[config.mk]
export PLATFORM = sky130hd
export DESIGN_NAME = sdram_sched
export DESIGN_NICKNAME = d
export VERILOG_FILES = /design/src/rtl/sdram_sched.sv
export SDC_FILE = /design/constraint.sdc
export NUM_CORES = 1
export LEC_CHECK = 0
export BUFFER_PORTS_ARGS = -buffer_cell sky130_fd_sc_hd__buf_4
export CAP_MARGIN = 20
export CORE_ASPECT_RATIO = 0.9
export CORE_MARGIN = 2
export CORE_UTILIZATION = 45
export CTS_CLUSTER_DIAMETER = 80
export CTS_CLUSTER_SIZE = 20
export DETAILED_ROUTE_END_ITERATION = 8
export GPL_TIMING_DRIVEN = 0
export HOLD_SLACK_MARGIN = 0.02
export PLACE_DENSITY = 0.82
export SYNTH_ARGS = -nofsm -noshare
export SYNTH_HDL_FRONTEND = slang
export SYNTH_SLANG_ARGS = --single-unit
[constraint.sdc]
create_clock -name clk -period 2.3 [get_ports clk]
set_input_delay 0.345 -clock clk [delete_from_list [all_inputs] [get_ports clk]]
set_output_delay 0.345 -clock clk [all_outputs]
set_load 0.03 [all_outputs]
[src/rtl/sdram_sched.sv]
// SDRAM access scheduler: arbitrates CHR, PRG, host and auto-refresh onto a
// single-outstanding downstream command port with ready/done handshaking.
module sdram_sched #(
   parameter int ADDR_BITS     = 23,
   parameter int HOST_MAX_WAIT = 4
) (
   input  logic                 clk,
   input  logic                 cpu_reset,
   input  logic                 chr_req,
   input  logic                 prg_req,
   input  logic                 host_req,
   input  logic                 chr_we,
   input  logic                 prg_we,
   input  logic                 host_we,
   input  logic [ADDR_BITS-1:0] chr_addr,
   input  logic [ADDR_BITS-1:0] prg_addr,
   input  logic [ADDR_BITS-1:0] host_addr,
   input  logic [7:0]           chr_wdata,
   input  logic [7:0]           prg_wdata,
   input  logic [7:0]           host_wdata,
   output logic                 chr_ack,
   output logic                 prg_ack,
   output logic                 host_ack,
   output logic [7:0]           rdata,
   input  logic                 refresh_tick,
   output logic                 mem_valid,
   output logic                 mem_we,
   output logic                 mem_refresh,
   output logic [ADDR_BITS-1:0] mem_addr,
   output logic [7:0]           mem_wdata,
   input  logic                 mem_ready,
   input  logic                 mem_done,
   input  logic [7:0]           mem_rdata,
   output logic [1:0]           grant_id,
   output logic                 refresh_overrun
);

   localparam int HW = (HOST_MAX_WAIT > 0) ? $clog2(HOST_MAX_WAIT + 1) : 1;
   localparam logic [HW-1:0] HOST_LIMIT = HW'(HOST_MAX_WAIT);

   typedef enum logic [1:0] {IDLE, CMD, WAIT} state_t;
   typedef enum logic [2:0] {SEL_NONE, SEL_REFRESH, SEL_CHR, SEL_PRG, SEL_HOST} sel_t;

   state_t                state_q, state_d;
   logic                  memValid_q, memValid_d;
   logic                  memWe_q, memWe_d;
   logic                  memRefresh_q, memRefresh_d;
   logic [ADDR_BITS-1:0]  memAddr_q, memAddr_d;
   logic [7:0]            memWdata_q, memWdata_d;
   logic [1:0]            grant_q, grant_d;
   logic [2:0]            ack_q, ack_d;
   logic [7:0]            rdata_q, rdata_d;
   logic [1:0]            refreshPending_q, refreshPending_d;
   logic [HW-1:0]         hostWait_q, hostWait_d;
   logic                  refreshOverrun_q, refreshOverrun_d;

   logic                  chrEff, prgEff, hostEff, refreshDone;
   sel_t                  sel;

   // A requester being acked this cycle is masked so a held req is not re-served back-to-back.
   always_comb begin
      chrEff  = chr_req  & ~ack_q[0];
      prgEff  = prg_req  & ~ack_q[1];
      hostEff = host_req & ~ack_q[2];
      sel     = SEL_NONE;
      if (refreshPending_q >= 2'd2)                  sel = SEL_REFRESH;
      else if (chrEff)                               sel = SEL_CHR;
      else if (refreshPending_q == 2'd1)             sel = SEL_REFRESH;
      else if (hostEff && hostWait_q >= HOST_LIMIT)  sel = SEL_HOST;
      else if (prgEff)                               sel = SEL_PRG;
      else if (hostEff)                              sel = SEL_HOST;
   end

   always_comb begin
      refreshDone      = (state_q == WAIT) && mem_done && memRefresh_q;
      refreshPending_d = refreshPending_q;
      refreshOverrun_d = refreshOverrun_q;
      if (refresh_tick && !refreshDone) begin
         if (refreshPending_q == 2'd3) refreshOverrun_d = 1'b1;
         else                          refreshPending_d = refreshPending_q + 2'd1;
      end else if (!refresh_tick && refreshDone && refreshPending_q != 2'd0) begin
         refreshPending_d = refreshPending_q - 2'd1;
      end
   end

   always_comb begin
      state_d      = state_q;
      memValid_d   = memValid_q;
      memWe_d      = memWe_q;
      memRefresh_d = memRefresh_q;
      memAddr_d    = memAddr_q;
      memWdata_d   = memWdata_q;
      grant_d      = grant_q;
      ack_d        = 3'b000;
      rdata_d      = rdata_q;
      hostWait_d   = hostWait_q;
      case (state_q)
         IDLE: begin
            if (sel != SEL_NONE) begin
               state_d      = CMD;
               memValid_d   = 1'b1;
               memRefresh_d = 1'b0;
               case (sel)
                  SEL_REFRESH: begin
                     memRefresh_d = 1'b1;
                     memWe_d      = 1'b0;
                     memAddr_d    = '0;
                     memWdata_d   = '0;
                     grant_d      = 2'd3;
                  end
                  SEL_CHR: begin
                     memWe_d    = chr_we;
                     memAddr_d  = chr_addr;
                     memWdata_d = chr_wdata;
                     grant_d    = 2'd1;
                  end
                  SEL_PRG: begin
                     memWe_d    = prg_we;
                     memAddr_d  = prg_addr;
                     memWdata_d = prg_wdata;
                     grant_d    = 2'd2;
                  end
                  SEL_HOST: begin
                     memWe_d    = host_we;
                     memAddr_d  = host_addr;
                     memWdata_d = host_wdata;
                     grant_d    = 2'd3;
                  end
                  default: ;
               endcase
               if ((sel == SEL_CHR || sel == SEL_PRG) && host_req && hostWait_q < HOST_LIMIT)
                  hostWait_d = hostWait_q + HW'(1);
               if (sel == SEL_HOST)
                  hostWait_d = '0;
            end
         end
         CMD: begin
            if (mem_ready) begin
               memValid_d = 1'b0;
               state_d    = WAIT;
            end
         end
         WAIT: begin
            if (mem_done) begin
               rdata_d = mem_rdata;
               grant_d = 2'd0;
               state_d = IDLE;
               // Refresh owns grant code 3 as well, so memRefresh_q gates the ack.
               if (!memRefresh_q) begin
                  case (grant_q)
                     2'd1:    ack_d = 3'b001;
                     2'd2:    ack_d = 3'b010;
                     2'd3:    ack_d = 3'b100;
                     default: ack_d = 3'b000;
                  endcase
               end
            end
         end
         default: state_d = IDLE;
      endcase
   end

   always_ff @(posedge clk or posedge cpu_reset) begin
      if (cpu_reset) begin
         state_q          <= IDLE;
         memValid_q       <= 1'b0;
         memWe_q          <= 1'b0;
         memRefresh_q     <= 1'b0;
         memAddr_q        <= '0;
         memWdata_q       <= '0;
         grant_q          <= 2'd0;
         ack_q            <= 3'b000;
         rdata_q          <= '0;
         refreshPending_q <= 2'd0;
         hostWait_q       <= '0;
         refreshOverrun_q <= 1'b0;
      end else begin
         state_q          <= state_d;
         memValid_q       <= memValid_d;
         memWe_q          <= memWe_d;
         memRefresh_q     <= memRefresh_d;
         memAddr_q        <= memAddr_d;
         memWdata_q       <= memWdata_d;
         grant_q          <= grant_d;
         ack_q            <= ack_d;
         rdata_q          <= rdata_d;
         refreshPending_q <= refreshPending_d;
         hostWait_q       <= hostWait_d;
         refreshOverrun_q <= refreshOverrun_d;
      end
   end

   assign mem_valid       = memValid_q;
   assign mem_we          = memWe_q;
   assign mem_refresh     = memRefresh_q;
   assign mem_addr        = memAddr_q;
   assign mem_wdata       = memWdata_q;
   assign grant_id        = grant_q;
   assign chr_ack         = ack_q[0];
   assign prg_ack         = ack_q[1];
   assign host_ack        = ack_q[2];
   assign rdata           = rdata_q;
   assign refresh_overrun = refreshOverrun_q;

endmodule

==> summary.txt, run 1 <==
Clk buf depth: 2
Worst reg2reg startpoint: refreshPending_q[0]
Stages on the worst setup path: 8
CP arrival: 2430 ps
Design Power: 4.19 mW
WL per Instance: 16.2 µm
Hold WC Path Type: input pin to asynchronous set/reset pin
Root Driver: clkbuf_8
Minimum clock period: 2180 ps
Share of post-route cells with drive strength above 1: 0.493
Final Cell Area: 4400 µm²
Worst-path clk slew: 90 ps
Clk Latency, worst-skew pair: 300 ps
CP endpoint kind: flop
Post-DP Area: 4220 µm²
Max-Slew Margin vs Limit: 0.582
Die area: 7100 µm²
Worst Tran Pin Value: 623 ps
Antenna Cells: 0
Setup crit start kind: flop
IO Pins: 160
YS warnings: 0
Most common cell after layout, fill and taps aside: buf_4
CTS tree: yes
Final estimated routing congestion in global placement: 0.782
Main synth FF type: dfrtp_1
Number of synthesized register bits: 55
CP peak stage delay: 420 ps
# setup viols final: 0
WHS: 36.1 ps
Fmax: 459 MHz
RSZ-0062 raised after global routing: no
Sequential area share after synthesis: 0.475
Number of routed nets with antenna violations: 0
Dpl hpwl: 6.39 mm
1st-pass router iterations: 4
Synth area leaders: dfrtp_1 (47%), a221o_1 (11%), a22o_1 (9.7%)
Cells along the critical path: inv_1 > ha_2 > or3_4 > nor4_2 > and2_1 > buf_2 > clkbuf_4 > a221o_1
Final Hold Vio Count: 0
Post-Route WL: 8.33 mm
Iteration-0 DRC Markers: 128
Async set or reset register ratio after synthesis: 1.00
Worst r2r path cells: 8
Number of buffers created by CTS: 5
Reg2reg end: mem_addr[18]
Final net count: 544
VDD IR max: 0.511 mV
Rows: 27
DRC Markers: 0
EDFF count, synth: 0
IO buf count: 159
Max Cap Viol: 0
Synth Area per Inst: 11.4 µm²
Syn_nets: 371
First-pass GRT wire length: 13.1 mm
Die Span Y: 80.1 µm
Initial antenna violation count: 0
Pwr dens: 951 nW/µm²
Netlist cell types: 46
TNS Setup: 0 ps
Largest net degree at the start of global routing: 37
Top cell type's share of synthesized area: 0.475
Status: complete, no violations
Htree depth: 2
Final worst path period share: 0.948
Clock sink count: 55
Total GRT Usage: 0.240
Grt ovf: 0
Synthesis-to-finish area growth: 52.0%
Max Clock Skew: 4.56 ps
Non-Filler Instances: 515
Most frequent cells in the layout: buf_4 (168), dfrtp_1 (54), a22o_1 (32), nor2b_1 (32), a221o_1 (32)
Buf/Inv on CP: 3
Vias per cell: 5.44
Final-report max-slew violation count: 0
Crit-path leading delay family: simple AND/OR/NAND/NOR gates
Mapped Area: 2900 µm²
Lkg Pwr: 2.23 nW
R2r setup slk: 120 ps
CP max-delay cell: or3_4
Core Region: 6180 µm²
Die Wd: 88.6 µm
Via Count: 2801
Cells after synthesis: 254
Vias in the first global route: 2782
Cell taking the most area after synthesis: dfrtp_1
Starting Density: 0.469
Worst path required time: 2550 ps
Setup Crit Path Kind: flop to flop
Placed insts: 501
CP Max Fanout: 10
## sequential cells by signal, summed over array words and instances, names as in the netlist
name,flops
mem_valid,1
hostWait_q,3
ack_q,3
grant_id,2
refresh_overrun,1
mem_refresh,1
mem_addr,23
state_q,2
mem_we,1
mem_wdata,8
rdata,8
refreshPending_q,2
## worst max path at each step
stage                              from             to
floorplan           refreshPending_q[0]  hostWait_q[0]
global placement    refreshPending_q[1]  hostWait_q[0]
detailed placement  refreshPending_q[1]  hostWait_q[0]
CTS                 refreshPending_q[1]  hostWait_q[0]
global route        refreshPending_q[0]   mem_addr[17]
finish              refreshPending_q[0]   mem_addr[18]
## kinds of logic after synthesis
kind of cell	after synthesis	share of synthesized area
adders and majority gates	5	0.0216
buffers and inverters	29	0.0479
xor gates and xnor gates	1	0.00302
and+or+nand+nor	64	0.140
AOI/OAI and AO/OA	91	0.278
DFF	55	0.475
muxes	9	0.0350
## power by group
part           total [mW]  internal [mW]  switching, mW
Sequential           1.40           1.23          0.176
Clock               0.581          0.274          0.307
Combinational        2.20          0.957           1.25
Total                4.19           2.46           1.73
## synth_stat cells (2+ instances only)
library cell  instances
o21a_1                2
nor2b_1              32
ha_1                  5
nor3_1                4
nor2_1                7
buf_2                12
a22o_1               32
nor3b_1               2
inv_1                 9
clkbuf_1              4
nor4b_1               2
nand2_1               2
buf_4                 2
a221o_1              32
mux2_2                9
nor4_1                2
nand2b_1              3
o21ai_0               3
a31oi_1               2
dfrtp_1              55
o32ai_1               2
a21oi_1               7
## area by class of cell
cell class              instances  area, µm²
well taps                      87        109
inverters                       9       33.8
multi-input cells             170       1400
clock buffers                   7       96.3
fillers                       492       1780
repair buffers                166       1260
clock inverters                 1       7.51
plain buffers                  20        118
flip-flops and latches         55       1380
## per-layer routing
metal,track usage,part of all wire,vias to the layer above
met3,0.0514,0.061,9
li1,-,-,1328
met1,0.307,0.42,1363
met4,0.0742,0.016,0
met2,0.405,0.50,101
met5,0,0,-
## repair_timing
| item | in CTS | in global routing |
|---|---|---|
| setup buffers | 3 | 3 |
| pin swaps | 1 | 1 |
| setup endpoints to repair | 34 | 31 |
| hold buffers | 0 | 0 |
| resized for setup | 6 | 6 |
## through the flow
step | utilization | setup WS, ps
after global placement | 0.679 | -99.5
after detailed placement | 0.683 | -152
after global routing | 0.712 | 21.2
after floorplan | - | 209
after CTS | 0.707 | 8.27
final | 0.712 | 120
Power figures use the tool's default switching activity.
==> inputs of run 2 (changes only) <==
==> constraint.sdc (replaced) <==
create_clock -name clk -period 2.3 [get_ports clk]
set_input_delay 0.115 -clock clk [delete_from_list [all_inputs] [get_ports clk]]
set_output_delay 0.115 -clock clk [all_outputs]
set_load 0.03 [all_outputs]
==> run 2 against run 1 <==
Setup slack worse by 9.7 ps. Die area unchanged. Sequential power hardly changed. Highest routed layer unchanged. Critical endpoint unchanged. Via count rose by 1.2%. Sequential share of layout area fell by 0.28 points. Flip-flop and latch count did not move.
==> summary.txt, run 2 (synthesis results as in run 1) <==
Max Cap Viol: 0
Fmax: 457 MHz
Clk buf depth: 2
Final-report max-slew violation count: 0
Final net count: 548
Core Region: 6180 µm²
Max Clock Skew: 4.55 ps
CP endpoint kind: flop
Pwr dens: 944 nW/µm²
IO buf count: 159
Grt ovf: 0
VDD IR max: 0.512 mV
Hold endpoint: mem_addr[14]
Final estimated routing congestion in global placement: 0.782
Gate power share: 0.527
Worst path required time: 2550 ps
Post-DP Area: 4220 µm²
Die Wd: 88.6 µm
Vias in the first global route: 2798
# setup viols final: 0
Clk Latency, worst-skew pair: 310 ps
Most common cell after layout, fill and taps aside: buf_4
Synthesis-to-finish area growth: 53.4%
Final Cell Area: 4440 µm²
Met2 WL: 4.27 mm
P_sw: 1.73 mW
Hold path cells: 2
Starting Density: 0.469
Worst reg2reg startpoint: refreshPending_q[0]
R2r setup slk: 110 ps
Iteration-0 DRC Markers: 125
Dpl hpwl: 6.39 mm
Seq pwr share: 0.335
Vias per cell: 5.46
Rows: 27
Setup crit start kind: flop
Antenna Cells: 0
Die Span Y: 80.1 µm
Lkg Pwr: 2.24 nW
Worst r2r path cells: 8
Max-Slew Margin vs Limit: 0.572
Post-Route WL: 8.45 mm
Clock Power Share: 0.138
Reg2reg end: mem_addr[18]
Initial antenna violation count: 0
WHS: 30.1 ps
Sw Ratio: 0.413
CTS tree: yes
Htree depth: 2
Total GRT Usage: 0.242
Die area: 7100 µm²
DRC Markers: 0
Largest net degree at the start of global routing: 37
Hold Crit Start: prg_addr[14]
Uppermost routed layer: met4
IO Pins: 160
Minimum clock period: 2190 ps
Number of buffers created by CTS: 5
CP arrival: 2440 ps
Number of routed nets with antenna violations: 0
Fill count: 486
Via Count: 2836
Worst Tran Pin Value: 637 ps
Share of post-route cells with drive strength above 1: 0.488
Worst-path clk slew: 100 ps
RSZ-0062 raised after global routing: no
Most frequent cells in the layout: buf_4 (168), dfrtp_1 (54), a22o_1 (32), nor2b_1 (32), a221o_1 (32)
Max reg flops: 23
Clock sink count: 55
Hold WC Path Type: input pin to flop
Routed wl met3: 518 µm
1st-pass router iterations: 4
Root Driver: clkbuf_8
First-pass GRT wire length: 13.2 mm
Final Hold Vio Count: 0
P_int: 2.46 mW
Final worst path period share: 0.952
M1 WL: 3.56 mm
Status: complete, no violations
Crit. Startpoint: refreshPending_q[0]
WL per Instance: 16.3 µm
TNS Setup: 0 ps
Setup Crit Path Kind: flop to flop
CP Max Fanout: 10
-- run 2: changes by cell type in the layout (fill, tap and decap cells not counted), sizes merged --
cell,delta
dlygate4sd3,+4
-- run 2: critical path: stages, from the launching register on --
cell	delay, ps
dfrtp_1	390
inv_1	80
ha_2	220
or3_4	420
nor4_2	280
and2_1	180
buf_2	160
clkbuf_4	220
a221o_1	170
-- run 2: worst max path at each step --
| stage | end |
|---|---|
| finish | mem_addr[18] |
| global route | mem_addr[17] |
| CTS | hostWait_q[0] |
| detailed placement | hostWait_q[0] |
| global placement | hostWait_q[0] |
| floorplan | hostWait_q[0] |
-- run 2: power groups by stage --
stage          combinational, mW  clock, mW  sequential [mW]
2_1_floorplan              0.948          0             1.82
3_3_place_gp                2.08          0             1.41
3_5_place_dp                2.13          0             1.42
4_1_cts                     2.17      0.595             1.41
5_1_grt                     2.38      0.628             1.44
6_report                    2.21      0.580             1.40
-- run 2: what timing repair did --
action / 4_1_cts / 5_1_grt
gates resized for setup: 6 / 6
hold endpoints to repair: 22 / 1
buffers inserted: 3 / 3
pin swaps: 1 / 1
setup endpoints to repair: 34 / 31
hold buffers: 3 / 1
-- run 2: area by class of cell --
cell class | instances | area (µm²) | area share
Sequential cell | 55 | 1380 | 0.310
Clock buffer | 7 | 96.3 | 0.0217
Multi-Input combinational cell | 170 | 1400 | 0.316
Inverter | 9 | 33.8 | 0.00760
Clock inverter | 1 | 7.51 | 0.00169
Timing Repair Buffer | 170 | 1300 | 0.292
Tap cell | 87 | 109 | 0.0245
Buffer | 20 | 118 | 0.0265
-- run 2: metal layers --
layer | GRT usage | vias up
met4 | 0.0712 | 0
met2 | 0.410 | 105
met1 | 0.310 | 1386
li1 | - | 1339
met3 | 0.0514 | 6
met5 | 0 | -
-- run 2: metrics by stage --
stage               utilization  setup WS (ps)  total power [mW]  instances
global placement          0.679          -99.5              3.49        500
CTS                       0.712           8.27              4.17        515
floorplan                     -            209              2.77        254
detailed placement        0.683           -152              3.55        501
global route              0.719           21.4              4.44        519
finish                    0.719            110              4.20        519
